File: config.mk
export PLATFORM = sky130hd
export DESIGN_NAME = wm_phase_timer
export DESIGN_NICKNAME = d
export VERILOG_FILES = /design/src/rtl/wm_pkg.sv /design/src/rtl/wm_prescaler.sv /design/src/rtl/wm_phase_timer.sv
export SDC_FILE = /design/constraint.sdc
export NUM_CORES = 1
export LEC_CHECK = 0
export ABC_AREA = 1
export BUFFER_PORTS_ARGS = -buffer_cell sky130_fd_sc_hd__clkbuf_2
export CORE_MARGIN = 2
export CORE_UTILIZATION = 25
export DETAILED_ROUTE_END_ITERATION = 7
export HOLD_SLACK_MARGIN = 0.02
export PLACE_DENSITY_LB_ADDON = 0.3
export SKIP_LAST_GASP = 1
export SYNTH_ARGS = -nofsm -noshare
export SYNTH_HDL_FRONTEND = slang
export SYNTH_SLANG_ARGS = --single-unit
File: constraint.sdc
create_clock -name clock -period 3.7 [get_ports clock]
set_clock_uncertainty 0.15 [all_clocks]
set_input_delay 0 -clock clock [delete_from_list [all_inputs] [get_ports clock]]
set_output_delay 0 -clock clock [all_outputs]
set_load 0.05 [all_outputs]
File: src/rtl/wm_pkg.sv
// wm_pkg: washing-machine state encoding and per-phase tick budget lookup shared by controller and timer
package wm_pkg;
  typedef enum logic [2:0] {
    STATE_START,
    STATE_READY,
    STATE_FILL_WATER,
    STATE_HEAT_WATER,
    STATE_WASH,
    STATE_RINSE,
    STATE_SPIN,
    STATE_FAULT
  } wm_state_e;
  function automatic int phase_budget(input logic [2:0] s, input int fill, input int heat,
                                      input int wash, input int rinse, input int spin);
    return s == STATE_FILL_WATER ? fill :
           s == STATE_HEAT_WATER ? heat :
           s == STATE_WASH       ? wash :
           s == STATE_RINSE      ? rinse :
           s == STATE_SPIN       ? spin : 0;
  endfunction
  function automatic logic is_timed(input logic [2:0] s);
    return s >= STATE_FILL_WATER && s <= STATE_SPIN;
  endfunction
endpackage

File: src/rtl/wm_prescaler.sv
// wm_prescaler: divides clock into one tick per PRESCALE enabled cycles; clear restarts, enable low freezes
// ports: clock, reset_n (async active-low), clear, enable in; tick out (combinational, gated by enable)
module wm_prescaler #(
  parameter int PRESCALE = 1000
) (
  input  logic clock,
  input  logic reset_n,
  input  logic clear,
  input  logic enable,
  output logic tick
);
  localparam int PW = PRESCALE > 1 ? $clog2(PRESCALE) : 1;
  logic [PW-1:0] count_q, count_d;
  always_comb begin
    tick = enable & (count_q == PW'(PRESCALE - 1));
    count_d = clear ? '0 : tick ? '0 : enable ? count_q + PW'(1) : count_q;
  end
  always_ff @(posedge clock or negedge reset_n) begin
    if (!reset_n) count_q <= '0;
    else count_q <= count_d;
  end
endmodule

File: src/rtl/wm_phase_timer.sv
// wm_phase_timer: per-phase tick budget timer producing sig_Time_Out (fill/heat) and sig_Completed (wash/rinse/spin)
// ports: clock, reset_n (async active-low), state[2:0], sig_Lid_Closed in;
//        sig_Time_Out, sig_Completed, remaining[CNT_W-1:0], phase_active out
// WM_PAUSE_EN: when defined, an open lid freezes the wash/rinse/spin countdown
module wm_phase_timer
  import wm_pkg::*;
#(
  parameter int PRESCALE    = 1000,
  parameter int CNT_W       = 16,
  parameter int FILL_LIMIT  = 300,
  parameter int HEAT_LIMIT  = 600,
  parameter int WASH_TICKS  = 900,
  parameter int RINSE_TICKS = 400,
  parameter int SPIN_TICKS  = 300
) (
  input  logic             clock,
  input  logic             reset_n,
  input  logic [2:0]       state,
  input  logic             sig_Lid_Closed,
  output logic             sig_Time_Out,
  output logic             sig_Completed,
  output logic [CNT_W-1:0] remaining,
  output logic             phase_active
);
  localparam longint MAX_B = (longint'(1) << CNT_W) - 1;
  if (PRESCALE < 1 || FILL_LIMIT > MAX_B || HEAT_LIMIT > MAX_B || WASH_TICKS > MAX_B ||
      RINSE_TICKS > MAX_B || SPIN_TICKS > MAX_B) begin : g_param_check
    $error("wm_phase_timer: PRESCALE < 1 or a budget does not fit in CNT_W bits");
  end
  logic [2:0]       latched_state_q, latched_state_d;
  logic [CNT_W-1:0] counter_q, counter_d, budget;
  logic             entry, live, pause, tick, expired, count_en;
  always_comb begin
    entry = state != latched_state_q;
    live = is_timed(state) & ~entry;
    budget = CNT_W'(phase_budget(state, FILL_LIMIT, HEAT_LIMIT, WASH_TICKS, RINSE_TICKS, SPIN_TICKS));
`ifdef WM_PAUSE_EN
    pause = live & (state inside {STATE_WASH, STATE_RINSE, STATE_SPIN}) & ~sig_Lid_Closed;
`else
    pause = 1'b0;
`endif
    count_en = live & (counter_q != '0) & ~pause;
    expired = live & (counter_q == '0);
    latched_state_d = state;
    counter_d = entry ? budget : tick ? counter_q - CNT_W'(1) : counter_q;
    sig_Time_Out = expired & (state == STATE_FILL_WATER || state == STATE_HEAT_WATER);
    sig_Completed = expired & (state inside {STATE_WASH, STATE_RINSE, STATE_SPIN});
    remaining = live ? counter_q : '0;
    phase_active = count_en;
  end
`ifndef WM_PAUSE_EN
  logic unused_lid;
  assign unused_lid = sig_Lid_Closed;
`endif
  wm_prescaler #(.PRESCALE(PRESCALE)) u_prescaler (
    .clock  (clock),
    .reset_n(reset_n),
    .clear  (entry),
    .enable (count_en),
    .tick   (tick)
  );
  always_ff @(posedge clock or negedge reset_n) begin
    if (!reset_n) begin
      latched_state_q <= '0;
      counter_q <= '0;
    end else begin
      latched_state_q <= latched_state_d;
      counter_q <= counter_d;
    end
  end
endmodule
==> results of run 1 <==
metrics by stage:
step | instance area [sq um] | hold slack [ns]
finish | 2589 | 0.1895
global route | 2589 | 0.2622
CTS | 2589 | 0.2289
detailed placement | 2432 | -0.01143
global placement | 2432 | -0.01660
floorplan | 2247 | -0.4456
metal layers:
layer,vias up,part of all wire
met5,-,0
met2,47,0.45
li1,1172,-
met3,5,0.045
met1,1027,0.49
met4,0,0.011
area by class of cell:
cell class,instances,area [sq um]
fillers,951,6132
well taps,108,135.1
clock inverters,1,30.03
multi-input cells,279,1292
flip-flops and latches,29,725.7
clock buffers,7,86.33
inverters,43,163.9
repair buffers,27,155.1
worst max-delay path, cell delays in order:
cell           delay, ns
dlygate4sd3_1       0.52
clkbuf_2            0.23
inv_4               0.06
nand2_2             0.05
nand2_1             0.08
nor2_1              0.14
nand3_2             0.34
nor2_2              0.51
clkbuf_2            0.37
synthesized netlist by cell type (4+ instances only):
cell type	n	area share
nor2_2	4	0.011
dfrtp_1	29	0.32
buf_2	4	0.0089
nor2_1	59	0.099
inv_2	4	0.0067
nand3_1	37	0.082
inv_1	38	0.063
xor2_1	9	0.035
nand2_1	129	0.22
nand4_1	12	0.033
o21ai_0	11	0.024
how the worst max path moves through the flow:
| stage | end | from | slack, ns |
|---|---|---|---|
| after CTS | phase_active | state[1] | 1.23 |
| after global routing | phase_active | state[1] | 1.09 |
| after detailed placement | u_prescaler.count_q[9] | latched_state_q[0] | 1.45 |
| after floorplan | sig_Completed | counter_q[0] | 1.63 |
| after global placement | u_prescaler.count_q[9] | latched_state_q[0] | 1.46 |
| final | phase_active | state[1] | 1.24 |
placed cells by master, fill, tap and decap left out:
cell type	count
nand2_1	129
nor2_1	59
inv_1	38
nand3_1	37
dfrtp_1	29
clkbuf_2	23
nand4_1	12
o21ai_0	11
xor2_1	9
clkbuf_8	6
inv_2	4
nor2_2	4
dlygate4sd3_1	4
nor3_1	3
ha_1	3
nand3_2	2
nand3_4	2
inv_4	1
nand2_2	1
or2_2	1
nor2_4	1
nand3b_1	1
nand2_4	1
o21bai_1	1
o21ai_1	1
a21oi_1	1
bufinv_16	1
clkbuf_1	1
cell families (layout without fill, tap and decap cells):
| logic type | count (synthesis) | count (layout) | share of synthesized area |
|---|---|---|---|
| AND/OR/NAND/NOR | 253 | 253 | 0.4911 |
| buffers and inverters | 52 | 78 | 0.1019 |
| AO/OA/AOI/OAI | 14 | 14 | 0.03229 |
| flip-flops | 29 | 29 | 0.3229 |
| adder cells (fa/ha/maj) | 3 | 3 | 0.01671 |
| XOR/XNOR | 9 | 9 | 0.03508 |
where the power goes:
group / total (uW) / leakage [uW] / switching [uW] / internal [uW]
Combinational: 196 / 0.000978 / 140 / 55.8
Clock: 346 / 0.0000585 / 127 / 219
Sequential: 349 / 0.000388 / 17.7 / 331
state kept, by name, indices dropped and copies added, names as in the netlist:
| name | count |
|---|---|
| counter_q | 16 |
| u_prescaler.count_q | 10 |
| latched_state_q | 3 |
==> impl_metrics.csv, run 1 <==
group,metric,value,unit
outcome,run_status,"finished, final reports clean",
grt,grt_pass1_vias,2063,
routing,wl_per_cell,11.74,um
routing,vias,2251,
clock_network,post_cts.repair.setup_buffers,0,
worst_setup_path,cp.required,3.55,ns
timing,worstMarginPinSlew,0.7949,ns
worst_setup_path,critical_path_class,"input port to output pin",
worst_setup_path,cp-start-kind,"input port",
synth,synth_area,2247,sq um
synth,async_reset_ff_frac,1.000,
synth,yosys_warnings,0,
synth,synth_nets,369,
timing,max_freq,406.7,MHz
finish,area_growth,15.20,%
finish,utilization,0.2968,
synth,synth.distinct_cells,27,
grt,use_met3,0.02270,
power_and_ir_drop,totalPowerFinal,890.8,uW
routing,detail_route.wirelength,5799,um
grt,grt_util_met1,0.1768,
floorplanning,dieArea,9763,sq um
grt,use_met2,0.1928,
floorplanning,design.core.area,8721,sq um
worst_setup_path,crit_arrival,2.31,ns
synth,synthCells,360,
floorplanning,io_pins,25,
placed_design,io_buffers,23,
clock_network,post_cts_resized,0,
worst_setup_path,reg2reg_depth,9,
clock_network,cts_tree,"done",
clock_network,htreeDepth,2,
floorplanning,die_y,98.81,um
timing,period_needed,2.459,ns
worst_setup_path,path_max_fanout,18,
synth,ys.flop_type,"dfrtp_1",
power_and_ir_drop,p_leak,0.001424,uW
grt,grt_use_total,0.1237,
clock_network,cts.sinks,29,
clock_network,cts_root_buf,"clkbuf_8",
clock_network,ctsHoldBuffers,4,
timing,setup_viol,0,
finish,layout-drive-gt1-share,0.1218,
floorplanning,fp.dieW,98.81,um
synth,synth-seq-area-share,0.3229,
routing,ant_nets,0,
routing,drc,0,
clock_network,cts.reportedPaths.clkPinSlew,0.06,ns
timing,final.period_utilization,0.6645,
synth,ys_ff_latch,29,
routing,drt_first_pass_iters,4,
finish,nets,394,
synth,synth_area_per_cell,6.242,sq um
placed_design,dp_hpwl,4127,um
finish,stdcell_count,494,
grt,top_usage_layer,"met2",
floorplanning,rows,34,
placed_design,gp_congestion,0.8272,
worst_setup_path,rrSetupSlack,1.48,ns
grt,grt_overflow,0,
power_and_ir_drop,ir_drop,201.4,uV
placed_design,dp_cells,482,
hold_path,hp-class,"input port to asynchronous set/reset pin",
placed_design,pre_cts_slack,1.453,ns
worst_setup_path,r2r_start,"latched_state_q[0]",
clock_network,cts_buffers,5,
power_and_ir_drop,powerDensity,344.1,nW/um^2
timing,rsz0062_at_grt,"false",
floorplanning,start_util,0.2577,
timing,hold_viol_final,0,
routing,drtIter0Drc,155,
clock_network,cts_buffer_depth,2,
worst_setup_path,cp-end-kind,"output pin",
grt,grt_max_degree,37,
finish,diodes,0,
worst_setup_path,r2r-end,"u_prescaler.count_q[9]",
timing,fin_setup_tns,0,ns
timing,slew_viol_final,0,
grt,grt_pass1_wl,9860,um
clock_network,clock_latency,0.28,ns
routing,via_per_inst,4.557,
timing,setup_slack,1.241,ns
timing,relSlewSlack,0.4701,
grt,antenna_found_initial,0,
synth,synth_edf_count,0,
job,maxCapViolations,0,
No activity file was read; power rests on OpenSTA's default activity.
==> inputs of run 2 (changes only) <==
==> constraint.sdc (replaced) <==
create_clock -name clock -period 2.4 [get_ports clock]
set_clock_uncertainty 0.15 [all_clocks]
set_input_delay 0 -clock clock [delete_from_list [all_inputs] [get_ports clock]]
set_output_delay 0 -clock clock [all_outputs]
set_load 0.05 [all_outputs]
==> impl_metrics.csv, run 2 (synthesized netlist as in run 1, its figures left out) <==
group,metric,value,unit
routing,via_per_inst,4.541,
floorplanning,fp.dieW,98.81,um
clock_network,cts_root_buf,"clkbuf_8",
outcome,run_status,"finished, final reports clean",
grt,grt_max_degree,30,
clock_network,post_cts.repair.setup_buffers,0,
routing,wl_per_cell,11.82,um
routing,drtIter0Drc,142,
finish,multi_input_area,1297,sq um
worst_setup_path,cp_slowest_cell,"dfrtp_1",
clock_network,cts_buffers,5,
floorplanning,io_pins,25,
finish,layout_commonest_cell,"nand2_1",
finish,utilization,0.2951,
timing,max_freq,448.8,MHz
grt,grt_use_total,0.1276,
grt,grt_pass1_wl,10310,um
routing,drc,0,
finish,layout-drive-gt1-share,0.1266,
timing,holdWs,0.1846,ns
timing,rsz0062_at_grt,"false",
finish,largest-register,"counter_q",
power_and_ir_drop,ir_drop,187.9,uV
clock_network,clock_latency,0.28,ns
routing,detail_route.wirelength,5850,um
worst_setup_path,cp-end-kind,"output pin",
power_and_ir_drop,p_leak,0.001423,uW
routing,ant_nets,0,
placed_design,io_buffers,23,
placed_design,pre_cts_slack,0.4463,ns
clock_network,cts_buffer_depth,2,
routing,vias,2248,
power_and_ir_drop,powerDensity,477.8,nW/um^2
grt,grt_pass1_vias,2167,
finish,top_regs,"counter_q x16, u_prescaler.count_q x10, latched_state_q x3",
floorplanning,dieArea,9763,sq um
timing,setup_slack,0.1720,ns
clock_network,htreeDepth,2,
placed_design,gp_congestion,0.8200,
worst_setup_path,crit_arrival,2.08,ns
grt,grt_overflow,0,
timing,relSlewSlack,0.4726,
worst_setup_path,cpMostUsedCell,"nor2_1",
timing,period_needed,2.228,ns
finish,stdcell_area,2574,sq um
finish,fillers,957,
clock_network,cts.reportedPaths.clkPinSlew,0.06,ns
finish,area_growth,14.53,%
finish,largest_reg_flops,16,
finish,diodes,0,
clock_network,cts_tree,"done",
clock_network,cts.sinks,29,
placed_design,dp_hpwl,4285,um
worst_setup_path,cp.required,2.25,ns
worst_setup_path,crit_chain,"inv_1 > ha_1 > nand3_1 > nor2_1 > nand3_2 > or2_2 > nor2_1 > buf_2",
floorplanning,rows,34,
timing,fin_setup_tns,0,ns
placed_design,place_area,2455,sq um
finish,nets,397,
timing,setup_viol,0,
worst_setup_path,cp_slowest_stage_delay,0.38,ns
routing,drt_first_pass_iters,4,
floorplanning,die_y,98.81,um
timing,hold_viol_final,0,
worst_setup_path,critical_path_class,"flop to output pin",
timing,final.period_utilization,0.9283,
finish,regArea,725.7,sq um
worst_setup_path,path_max_fanout,6,
finish,final_cell_mix,"nand2_1 (129), nor2_1 (59), inv_1 (38)",
floorplanning,design.core.area,8721,sq um
timing,worstMarginPinSlew,0.7911,ns
job,maxCapViolations,0,
hold_path,hp-class,"input port to asynchronous set/reset pin",
worst_setup_path,cp-start-kind,"flop",
timing,slew_viol_final,0,
floorplanning,start_util,0.2577,
grt,antenna_found_initial,0,
==> run 2: cell types whose count changed in the layout (fill, tap and decap cells not counted) <==
| cell | before | now |
|---|---|---|
| buf_2 | 0 | 2 |
| buf_4 | 0 | 3 |
| clkbuf_2 | 23 | 21 |
| bufinv_16 | 1 | 0 |
| clkbuf_1 | 1 | 0 |
| clkbuf_8 | 6 | 5 |
| nor2_2 | 4 | 3 |
| nor2_4 | 1 | 2 |
| clkinv_2 | 0 | 1 |
==> run 2: worst max-delay path, delay by kind of cell, from the launching register on <==
| kind | cells | cell delay (ns) |
|---|---|---|
| buffers and inverters | 2 | 0.44 |
| DFF | 1 | 0.38 |
| and+or+nand+nor | 5 | 0.76 |
| adders and majority gates | 1 | 0.21 |
==> run 2: report_power, final <==
| group | internal, uW | switching [uW] | total [uW] |
|---|---|---|---|
| Sequential | 511 | 28.8 | 540 |
| Clock | 191 | 194 | 384 |
| Combinational | 89.4 | 216 | 306 |
==> run 2: routing by layer <==
layer,vias to the layer above,wire (um),global-route usage
met3,10,150,0.02270
met1,1031,2965,0.1749
li1,1171,-,-
met2,36,2625,0.2006
met5,-,0,0
met4,0,108,0.04847
==> run 2: per-stage QoR <==
| stage | instances | power [uW] |
|---|---|---|
| after global placement | 485 | 845.4 |
| after CTS | 495 | 1245 |
| final | 495 | 1230 |
| after floorplan | 360 | 772.2 |
| after global routing | 495 | 1308 |
| after detailed placement | 485 | 847.9 |
==> run 2: worst paths after layout <==
path	startpoint	to	slack (ns)	cells past startpoint
min reg2reg	counter_q[0]	counter_q[0]	0.35	2
max	counter_q[0]	sig_Time_Out	0.17	8
min	reset_n	u_prescaler.count_q[7]	0.18	2
min in group clock	state[0]	latched_state_q[0]	0.29	2
max reg2reg	counter_q[0]	counter_q[7]	0.48	9
max in group asynchronous	reset_n	latched_state_q[1]	1.41	2
==> run 2: timing repair <==
action                                  4_1_cts  5_1_grt
endpoints found under the setup margin        0        3
resized for setup                             0        3
hold buffers                                  4        0
endpoints found under the hold margin        32        0
==> run 2: layout make-up <==
type | count | share of cell area
well taps | 108 | 0.05250
repair buffers | 30 | 0.06903
flip-flops and latches | 29 | 0.2820
inverters | 43 | 0.06368
clock buffers | 5 | 0.02674
clock inverters | 1 | 0.001945
multi-input cells | 279 | 0.5041
